--- src/rtl/axis_hdr_parser.sv ---
// axis_hdr_parser
// Forwards an AXI4-Stream unchanged through a data FIFO while capturing the
// first 272 bits of every packet (Ethernet + IPv4 header). The decoded fields
// and an IPv4 header checksum verdict go into a metadata FIFO, and packet,
// checksum-error and runt statistics are kept.
//
// Ports
//   clk, rst                : clock, asynchronous active-high reset
//   s_tvalid/s_tready/s_tlast/s_tdata : input stream (first wire byte in MSBs)
//   m_tvalid/m_tready/m_tlast/m_tdata : output stream, beat-for-beat copy
//   meta_valid/meta_ready   : metadata handshake
//   meta_*                  : decoded header fields and flags of one packet
//   pkt_count               : packets accepted (wraps)
//   csum_err_count, runt_count : saturating error counters
module axis_hdr_parser #(
  parameter int DATA_W     = 512,
  parameter int FIFO_DEPTH = 8,
  parameter int META_DEPTH = 4
) (
  input  logic              clk,
  input  logic              rst,
  input  logic              s_tvalid,
  output logic              s_tready,
  input  logic              s_tlast,
  input  logic [DATA_W-1:0] s_tdata,
  output logic              m_tvalid,
  input  logic              m_tready,
  output logic              m_tlast,
  output logic [DATA_W-1:0] m_tdata,
  output logic              meta_valid,
  input  logic              meta_ready,
  output logic [47:0]       meta_dst_mac,
  output logic [47:0]       meta_src_mac,
  output logic [15:0]       meta_ethertype,
  output logic [7:0]        meta_ttl,
  output logic [7:0]        meta_proto,
  output logic [31:0]       meta_src_ip,
  output logic [31:0]       meta_dst_ip,
  output logic              meta_is_ipv4,
  output logic              meta_csum_ok,
  output logic              meta_runt,
  output logic [31:0]       pkt_count,
  output logic [15:0]       csum_err_count,
  output logic [15:0]       runt_count
);
  localparam int HDR_BITS  = 272;
  localparam int HDR_BEATS = (HDR_BITS + DATA_W - 1) / DATA_W;
  localparam int IDX_W     = (HDR_BEATS > 1) ? $clog2(HDR_BEATS) : 1;
  localparam int FA_W      = $clog2(FIFO_DEPTH);
  localparam int MA_W      = $clog2(META_DEPTH);
  localparam int META_W    = 195;
  localparam logic [IDX_W-1:0] LAST_IDX = IDX_W'(HDR_BEATS - 1);

  typedef enum logic {ST_HDR, ST_BODY} state_t;

  // Goes high on the first edge after reset release, so intake starts synchronously.
  logic r_run;
  always_ff @(posedge clk or posedge rst) begin
    if (rst) r_run <= 1'b0;
    else     r_run <= 1'b1;
  end

  // ---------------- data FIFO ----------------
  logic [DATA_W:0]   r_dmem [FIFO_DEPTH];
  logic [FA_W-1:0]   r_dwr, r_drd;
  logic [FA_W:0]     r_dcnt;
  logic              w_accept, w_dpop, w_dfull;
  logic [DATA_W:0]   w_dout;

  assign w_dfull  = (r_dcnt == (FA_W+1)'(FIFO_DEPTH));
  assign w_accept = s_tvalid && s_tready;
  assign m_tvalid = (r_dcnt != '0);
  assign w_dpop   = m_tvalid && m_tready;
  assign w_dout   = m_tvalid ? r_dmem[r_drd] : '0;
  assign m_tlast  = w_dout[DATA_W];
  assign m_tdata  = w_dout[DATA_W-1:0];

  always_ff @(posedge clk) begin
    if (w_accept) r_dmem[r_dwr] <= {s_tlast, s_tdata};
  end

  always_ff @(posedge clk or posedge rst) begin
    if (rst) begin
      r_dwr  <= '0;
      r_drd  <= '0;
      r_dcnt <= '0;
    end else begin
      if (w_accept) r_dwr <= r_dwr + 1'b1;
      if (w_dpop)   r_drd <= r_drd + 1'b1;
      r_dcnt <= r_dcnt + (FA_W+1)'(w_accept) - (FA_W+1)'(w_dpop);
    end
  end

  // ---------------- parse FSM ----------------
  state_t           r_state, w_state_next;
  logic [IDX_W-1:0] r_idx;
  logic             r_pending, r_runt;
  logic             w_cap, w_hdr_done;
  logic [MA_W:0]    r_mcnt;

  // Counting the in-flight push guarantees the metadata FIFO never overflows.
  assign s_tready = r_run && !w_dfull &&
                    (({1'b0, r_mcnt} + (MA_W+2)'(r_pending)) < (MA_W+2)'(META_DEPTH));

  always_ff @(posedge clk or posedge rst) begin
    if (rst) r_state <= ST_HDR;
    else     r_state <= w_state_next;
  end

  always_comb begin
    w_state_next = r_state;
    case (r_state)
      ST_HDR:  if (w_hdr_done && !s_tlast)  w_state_next = ST_BODY;
      ST_BODY: if (w_accept && s_tlast)     w_state_next = ST_HDR;
      default: w_state_next = ST_HDR;
    endcase
  end

  always_comb begin
    w_cap      = w_accept && (r_state == ST_HDR);
    w_hdr_done = w_cap && ((r_idx == LAST_IDX) || s_tlast);
  end

  always_ff @(posedge clk or posedge rst) begin
    if (rst) begin
      r_idx     <= '0;
      r_pending <= 1'b0;
      r_runt    <= 1'b0;
    end else begin
      if (w_cap) r_idx <= w_hdr_done ? '0 : r_idx + 1'b1;
      r_pending <= w_hdr_done;
      if (w_hdr_done) r_runt <= (r_idx != LAST_IDX);
    end
  end

  // Each header beat lands in its own slice; beat 0 clears the later slices so
  // a runt leaves its missing header bits at zero.
  logic [HDR_BITS-1:0] w_hdr;
  for (genvar gi = 0; gi < HDR_BEATS; gi++) begin : g_slot
    localparam int HI = HDR_BITS - 1 - gi * DATA_W;
    localparam int LO = (HI - DATA_W + 1 < 0) ? 0 : HI - DATA_W + 1;
    localparam int SW = HI - LO + 1;
    logic [SW-1:0] r_slot;
    always_ff @(posedge clk or posedge rst) begin
      if (rst)                                 r_slot <= '0;
      else if (w_cap && r_idx == IDX_W'(gi))   r_slot <= s_tdata[DATA_W-1 -: SW];
      else if (w_cap && r_idx == '0)           r_slot <= '0;
    end
    assign w_hdr[HI:LO] = r_slot;
  end

  // IPv4 header checksum over bytes 14-33 (the low 160 header bits).
  logic [15:0] w_word [10];
  logic [19:0] w_sum_raw;
  logic [16:0] w_sum1;
  logic [15:0] w_sum;
  for (genvar gi = 0; gi < 10; gi++) begin : g_word
    assign w_word[gi] = w_hdr[159 - 16*gi -: 16];
  end
  always_comb begin
    w_sum_raw = '0;
    for (int k = 0; k < 10; k++) w_sum_raw = w_sum_raw + {4'b0, w_word[k]};
  end
  assign w_sum1 = {1'b0, w_sum_raw[15:0]} + {13'b0, w_sum_raw[19:16]};
  assign w_sum  = w_sum1[15:0] + {15'b0, w_sum1[16]};

  logic w_is_ipv4, w_csum_ok;
  logic [META_W-1:0] w_meta_in;
  assign w_is_ipv4 = (w_hdr[175:160] == 16'h0800) && !r_runt;
  assign w_csum_ok = (w_sum == 16'hFFFF);
  assign w_meta_in = {w_hdr[271:224], w_hdr[223:176], w_hdr[175:160], w_hdr[95:88],
                      w_hdr[87:80], w_hdr[63:32], w_hdr[31:0], w_is_ipv4, w_csum_ok, r_runt};

  // ---------------- metadata FIFO ----------------
  logic [META_W-1:0] r_mmem [META_DEPTH];
  logic [MA_W-1:0]   r_mwr, r_mrd;
  logic              w_mpop;
  logic [META_W-1:0] w_mout;

  assign meta_valid = (r_mcnt != '0);
  assign w_mpop     = meta_valid && meta_ready;
  assign w_mout     = meta_valid ? r_mmem[r_mrd] : '0;
  assign {meta_dst_mac, meta_src_mac, meta_ethertype, meta_ttl, meta_proto,
          meta_src_ip, meta_dst_ip, meta_is_ipv4, meta_csum_ok, meta_runt} = w_mout;

  always_ff @(posedge clk) begin
    if (r_pending) r_mmem[r_mwr] <= w_meta_in;
  end

  always_ff @(posedge clk or posedge rst) begin
    if (rst) begin
      r_mwr  <= '0;
      r_mrd  <= '0;
      r_mcnt <= '0;
    end else begin
      if (r_pending) r_mwr <= r_mwr + 1'b1;
      if (w_mpop)    r_mrd <= r_mrd + 1'b1;
      r_mcnt <= r_mcnt + (MA_W+1)'(r_pending) - (MA_W+1)'(w_mpop);
    end
  end

  // ---------------- statistics ----------------
  logic [31:0] r_pkt;
  logic [15:0] r_cerr, r_runtc;
  always_ff @(posedge clk or posedge rst) begin
    if (rst) begin
      r_pkt   <= '0;
      r_cerr  <= '0;
      r_runtc <= '0;
    end else begin
      if (w_accept && s_tlast) r_pkt <= r_pkt + 1'b1;
      if (r_pending && w_is_ipv4 && !w_csum_ok && r_cerr != 16'hFFFF) r_cerr <= r_cerr + 1'b1;
      if (r_pending && r_runt && r_runtc != 16'hFFFF) r_runtc <= r_runtc + 1'b1;
    end
  end
  assign pkt_count      = r_pkt;
  assign csum_err_count = r_cerr;
  assign runt_count     = r_runtc;

endmodule

--- config.mk ---
export PLATFORM = sky130hd
export DESIGN_NAME = axis_hdr_parser
export DESIGN_NICKNAME = d
export VERILOG_FILES = /design/src/rtl/axis_hdr_parser.sv
export SDC_FILE = /design/constraint.sdc
export NUM_CORES = 2
export LEC_CHECK = 0
export CAP_MARGIN = 20
export CORE_ASPECT_RATIO = 0.5
export CORE_MARGIN = 2
export CORE_UTILIZATION = 45
export CTS_CLUSTER_DIAMETER = 30
export DETAILED_ROUTE_END_ITERATION = 16
export DONT_BUFFER_PORTS = 1
export GPL_ROUTABILITY_DRIVEN = 1
export HOLD_SLACK_MARGIN = 0.05
export SLEW_MARGIN = 40
export SYNTH_ARGS = -nofsm -noshare
export SYNTH_HDL_FRONTEND = slang
export SYNTH_MEMORY_MAX_BITS = 65536
export SYNTH_SLANG_ARGS = --single-unit
--- constraint.sdc ---
create_clock -name clk -period 94.3 [get_ports clk]
set_input_delay 18.86 -clock clk [delete_from_list [all_inputs] [get_ports clk]]
set_output_delay 18.86 -clock clk [all_outputs]
set_load 0.01 [all_outputs]
* After elaboration in Yosys (flattened, before gate mapping) *
Memory sizes are Yosys's and may differ from the RTL's.
Index checks and enable logic that the tools add are counted.

operators by class
  magnitude comparators = 1
  add/subtract/negate cells = 24
  shift operators = 0
  reduce and logical (&&, ||, !) cells = 23
  equality and inequality tests = 5
  multiply operators = 0
  multiplexer cells = 10
  divide/modulo/power cells = 0
  bitwise operators = 2

operators with widths
  kind                                                                   count
  513-bit two-way mux                                                    1
  195-bit two-way mux                                                    1
  20-bit by 16-bit adder with 20-bit output                              5
  16-bit by 1-bit adder with 16-bit output (second input constant)       2
  32-bit by 1-bit adder with 32-bit output (second input constant)       1
  16-bit inequality test (second input constant)                         2
  19-bit by 16-bit adder with 20-bit output                              1
  18-bit by 16-bit adder with 19-bit output                              1
  17-bit by 16-bit adder with 18-bit output                              1
  16-bit by 16-bit adder with 17-bit output                              1
  16-bit by 4-bit adder with 17-bit output                               1
  16-bit by 1-bit adder with 16-bit output                               1
  16-bit by 12-bit == test with 1-bit output (second input constant)     1
  16-bit == test (second input constant)                                 1
  1-bit logical AND                                                      16
  1-bit two-way mux                                                      7
  3-bit by 1-bit adder with 3-bit output (second input constant)         2
  2-bit by 1-bit adder with 2-bit output (second input constant)         2
  3-bit by 1-bit adder with 4-bit output                                 1
  4-bit by 1-bit adder with 4-bit output                                 1
  4-bit == test (second input constant)                                  1
  1-bit logical NOT                                                      4
  4-bit by 3-bit < comparator with 1-bit output (second input constant)  1
  4-bit nonzero test                                                     1
  8 further kinds                                                        9

storage, ports and cells
  input bits = 518
  bits in latches = 0
  memory bits (writable) = 4884
  logic and storage cells = 82
  register bits after elaboration = 358
  bits in read-only memories = 0
  memories kept = 2

memory list
  memory  depth  bits a word  rd ports  clocked after memory_dff  write ports  line  text
  r_dmem  8      513          1         0                         1            64    logic [DATA_W:0] r_dmem [FIFO_DEPTH];
  r_mmem  4      195          1         0                         1            175   logic [META_W-1:0] r_mmem [META_DEPTH];

* Depth between registers and ports, before layout *
  word-level depth = 15
  gate-level depth with buffers = 43

* Least setup slack after synthesis *
OpenSTA, ideal clock, no wires.

  path type = input-to-reg
  start point = input port s_tvalid
  end point = memory r_dmem[2][0] (netlist bit) (enable)
  required time = 91.480 ns
  stages on the path = 5
  data arrival time = 71.464 ns
  library setup time = 2.820 ns
  setup slack = 20.016 ns
  cells stage by stage = and2_1 > clkbuf_1 > inv_1 > clkbuf_1 > nor4b_1

on the way
  word-level cells in the longest chain between the ends = 3

ends and longest elaborated chain
  element                                  line  text
  start: declaration                       22    input logic s_tvalid,
  1-bit logical AND                        71    assign w_accept = s_tvalid && s_tready;
  1-bit two-way mux                        79    if (w_accept) r_dmem[r_dwr] <= {s_tlast, s_tdata};
  1-bit two-way mux (implied by the code)  79
  end: declaration                         64

Every way passes these cells.

* Worst setup path after layout *
  start point = register r_drd[0]
  end point = output port m_tdata[81]

on the way
  word-level cells in the longest chain between the ends = 2

ends and longest elaborated chain
  element                   line  text
  start: declaration        65    logic [FA_W-1:0] r_dwr, r_drd;
  start signal: assignment  89    if (w_dpop) r_drd <= r_drd + 1'b1;
  memory 8 x 513 bit        -
  513-bit two-way mux       74    assign w_dout = m_tvalid ? r_dmem[r_drd] : '0;
  end: declaration          29    output logic [DATA_W-1:0] m_tdata,

Every way passes these cells.

==> metrics.txt <==
# TYPE chip_impl_metric gauge
chip_impl_metric{name="wl_per_cell",unit="um"} 30.9
chip_impl_info{name="status",value="completed"} 1
chip_impl_metric{name="ys_async_sr_fraction",unit=""} 0.0683
chip_impl_metric{name="cp_data_required_time",unit="ps"} 75440
chip_impl_metric{name="hold_depth",unit=""} 2
chip_impl_metric{name="max_slew_margin",unit=""} 0.385
chip_impl_metric{name="starting_utilization_of_the_core_area",unit=""} 0.452
chip_impl_info{name="synth_largest_area_cell",value="edfxtp_1"} 1
chip_impl_metric{name="design.final.nets",unit=""} 10700
chip_impl_metric{name="count_of_h_tree_levels_built_during_cts",unit=""} 6
chip_impl_metric{name="synth.avg_cell_area",unit="um2"} 20.9
chip_impl_metric{name="pin_count",unit=""} 1293
chip_impl_info{name="holdPathEnd",value="g_slot[0].r_slot[144]$_DFFE_PP0P_"} 1
chip_impl_metric{name="gp_congestion",unit=""} 0.802
chip_impl_metric{name="grt_pass1_wl",unit="um"} 724000
chip_impl_metric{name="r2r.worst_path.cells",unit=""} 39
chip_impl_metric{name="worst-r2r-setup-slack",unit="ps"} 84100
chip_impl_metric{name="drt.antenna.violating_nets",unit=""} 0
chip_impl_metric{name="layout_worst_path_cycle_share",unit=""} 0.266
chip_impl_metric{name="row_count",unit=""} 174
chip_impl_metric{name="initial_antenna_violation_count",unit=""} 5
chip_impl_info{name="reg2reg_from",value="g_slot[0].r_slot[2]$_DFFE_PP0P_"} 1
chip_impl_metric{name="yosysTopAreaCellShare",unit=""} 0.723
chip_impl_metric{name="area_growth",unit="%"} 14.4
chip_impl_info{name="cts_tree",value="yes"} 1
chip_impl_metric{name="place_worst_setup_slack",unit="ps"} 68990
chip_impl_metric{name="first_global_vias",unit=""} 96500
chip_impl_metric{name="grt.total_usage",unit=""} 0.219
chip_impl_metric{name="totalNegativeSetupSlack",unit="ps"} 0
chip_impl_info{name="cts.root.buffer_cell",value="clkbuf_16"} 1
chip_impl_metric{name="route.detailed.vias_per_inst",unit=""} 5.68
chip_impl_info{name="synth_top_cells_by_area",value="edfxtp_1 72%, mux4_2 14%, dfrtp_1 4.4%, mux2i_1 2.5%, nand2_1 1.4%"} 1
chip_impl_metric{name="yosysUniqueCellTypes",unit=""} 76
chip_impl_metric{name="worst_skew_pair.late_latency",unit="ps"} 950
chip_impl_metric{name="ys_seq_area_frac",unit=""} 0.767
chip_impl_metric{name="netlist_area",unit="um2"} 203000
chip_impl_metric{name="final_core_util",unit=""} 0.517
chip_impl_metric{name="fill_cells",unit=""} 35100
chip_impl_metric{name="yosys_register_bits",unit=""} 5242
chip_impl_metric{name="synthesis.nets",unit=""} 10400
chip_impl_metric{name="die-height",unit="um"} 479
chip_impl_metric{name="timing.critical_path.fanout_max",unit=""} 57
chip_impl_info{name="postSynth.topFlopCell",value="edfxtp_1"} 1
chip_impl_metric{name="critical_path_arrival",unit="ps"} 6270
chip_impl_metric{name="tritoncts_num_sinks",unit=""} 5242
chip_impl_metric{name="floorplan.core_area",unit="um2"} 449000
chip_impl_info{name="end_kind",value="output pin"} 1
chip_impl_metric{name="synthCells",unit=""} 9712
chip_impl_info{name="worst_setup_path_start_kind",value="flop"} 1
chip_impl_metric{name="cap_viol_max_count",unit=""} 0
chip_impl_metric{name="number_of_detailed_route_iterations_in_the_first_pass",unit=""} 5
chip_impl_info{name="critical_path.reg2reg.endpoint",value="csum_err_count[1]$_DFFE_PP0P_"} 1
chip_impl_metric{name="fin_worst_skew",unit="ps"} 55.8
chip_impl_metric{name="layout_min_cycle_time",unit="ps"} 25130
chip_impl_metric{name="drt_first_iter_violations",unit=""} 8566
chip_impl_metric{name="cts_hold_repair.buffers",unit=""} 0
chip_impl_metric{name="detail_route.drc_violations",unit=""} 0
chip_impl_metric{name="via_count",unit=""} 93900
chip_impl_metric{name="yosysWarningCount",unit=""} 0
chip_impl_metric{name="clk_path_buf_depth",unit=""} 4
chip_impl_metric{name="cts.reportedPaths.clkPinSlew",unit="ps"} 60
chip_impl_metric{name="worst_pin_slew",unit="ps"} 897
chip_impl_metric{name="die_area",unit="um2"} 457000
chip_impl_info{name="synth_most_common_cell",value="edfxtp_1"} 1
chip_impl_info{name="worst_hold_path_type",value="flop to flop"} 1
chip_impl_metric{name="synth_enable_flop_cells",unit=""} 4884
chip_impl_metric{name="max_clock_freq",unit="MHz"} 39.8
chip_impl_metric{name="tritoncts.num_buffers",unit=""} 604
chip_impl_metric{name="detailed_place_hpwl",unit="um"} 311000
chip_impl_metric{name="port_buffers",unit=""} 0
chip_impl_info{name="post_synth_most_frequent_cells",value="4884 x edfxtp_1, 1221 x mux4_2, 763 x nand2_1"} 1
chip_impl_metric{name="routed_wirelength",unit="um"} 512000
chip_impl_metric{name="globalRoute.totalOverflow",unit=""} 0
chip_impl_metric{name="final_count_of_negative_setup_slack_endpoints",unit=""} 0
chip_impl_metric{name="ctsResizeCount",unit=""} 0
chip_impl_metric{name="proportion_of_layout_cells_with_a_drive_suffix_above_1",unit=""} 0.236
chip_impl_metric{name="dieWidth",unit="um"} 954
chip_impl_metric{name="timing.final.max_slew_violations",unit=""} 0
chip_impl_metric{name="timing_hold_violations_final",unit=""} 0
chip_impl_info{name="hold_path_startpoint",value="g_slot[0].r_slot[144]$_DFFE_PP0P_"} 1
chip_impl_info{name="worstSetupPathType",value="flop to output pin"} 1
chip_impl_metric{name="cts.repair_timing.setup_buffer_count",unit=""} 0
chip_impl_info{name="rsz0062_at_grt",value="false"} 1
chip_impl_metric{name="setup_slack",unit="ps"} 69170
chip_impl_metric{name="grt_start_max_net_pins",unit=""} 146
==> cell families after synthesis <==
group,synth area share
DFF,0.767
AOI/OAI and AO/OA,0.00407
muxes,0.161
buffers and inverters,0.0126
xor gates and xnor gates,0.00438
adders and majority gates,0.0158
other,0.0000185
and+or+nand+nor,0.0349
==> layer usage <==
layer	track usage	wire [um]	share of wire	vias to the layer above
met3	0.0369	26700	0.052	724
met2	0.384	268000	0.52	2653
met5	0	0	0	-
li1	-	-	-	39500
met1	0.280	199000	0.39	51100
met4	0.0703	18100	0.035	0
==> final cells by class <==
| class | count | area, um2 | share of cell area |
|---|---|---|---|
| Antenna cell | 6 | 15.0 | 0.0000647 |
| Clock buffer | 680 | 15800 | 0.0681 |
| Clock inverter | 434 | 5170 | 0.0223 |
| Inverter | 191 | 724 | 0.00312 |
| Multi-Input combinational cell | 3799 | 44800 | 0.193 |
| Sequential cell | 5242 | 156000 | 0.670 |
| Tap cell | 5984 | 7490 | 0.0322 |
| Timing Repair Buffer | 196 | 2540 | 0.0109 |
==> worst max-delay path: stages, from the launching register on <==
cell and delay, ps:
dfrtp_4 560, buf_12 280, buf_6 480, buf_12 450, buf_16 390, buf_12 320
buf_16 380, buf_6 550, buf_4 640, mux4_2 590, mux2i_1 250, nor2_1 120
==> per-stage QoR <==
step | hold slack [ps] | instance area [um2] | std cells
floorplan | 445 | 203000 | 9712
global placement | 474 | 210000 | 15400
detailed placement | 481 | 211000 | 15400
CTS | 496 | 232000 | 16500
global route | 516 | 232000 | 16500
finish | 486 | 232000 | 16500
==> flip-flops by register name, summed over array words and instances (netlist names) <==
register / flops
r_dmem: 4104
r_mmem: 780
g_slot.r_slot: 272
pkt_count: 32
csum_err_count: 16
runt_count: 16
r_dcnt: 4
r_drd: 3
r_dwr: 3
r_mcnt: 3
r_mrd: 2
r_mwr: 2
r_idx: 1
r_pending: 1
r_run: 1
r_runt: 1
r_state: 1
==> worst max-delay path by stage <==
stage                         start                      to  slack, ps  cells after the start
6_report       r_drd[0]$_DFFE_PP0P_             m_tdata[81]      69170                     11
5_1_grt        r_drd[0]$_DFFE_PP0P_            m_tdata[129]      68500                     11
4_1_cts        r_drd[0]$_DFFE_PP0P_            m_tdata[128]      67930                      9
3_5_place_dp   r_drd[0]$_DFFE_PP0P_            m_tdata[128]      68990                      9
3_3_place_gp   r_drd[0]$_DFFE_PP0P_            m_tdata[112]      68220                      9
2_1_floorplan              s_tvalid  r_dmem[2][0]$_DFFE_PP_      20020                      5
==> cell usage in the layout, fill, tap and decap left out, drive strengths merged, types with 13 or more instances in the layout <==
cell | netlist | final
bufinv | 0 | 70
xor2 | 33 | 33
inv | 191 | 293
mux2i | 513 | 513
ha | 51 | 51
nand3 | 37 | 37
buf | 191 | 195
a21oi | 18 | 18
nor3 | 22 | 22
clkinvlp | 0 | 72
o21ai | 63 | 63
xnor2 | 66 | 66
nand2 | 764 | 764
dfrtp | 358 | 358
and2 | 205 | 205
nor2 | 553 | 553
nand4 | 15 | 15
fa | 128 | 128
edfxtp | 4884 | 4884
and3 | 13 | 13
clkbuf | 288 | 681
clkinv | 0 | 190
mux4 | 1221 | 1221
Power is not shown: default switching activity piles up to over one toggle a cycle in this logic, so the estimate is an artifact.
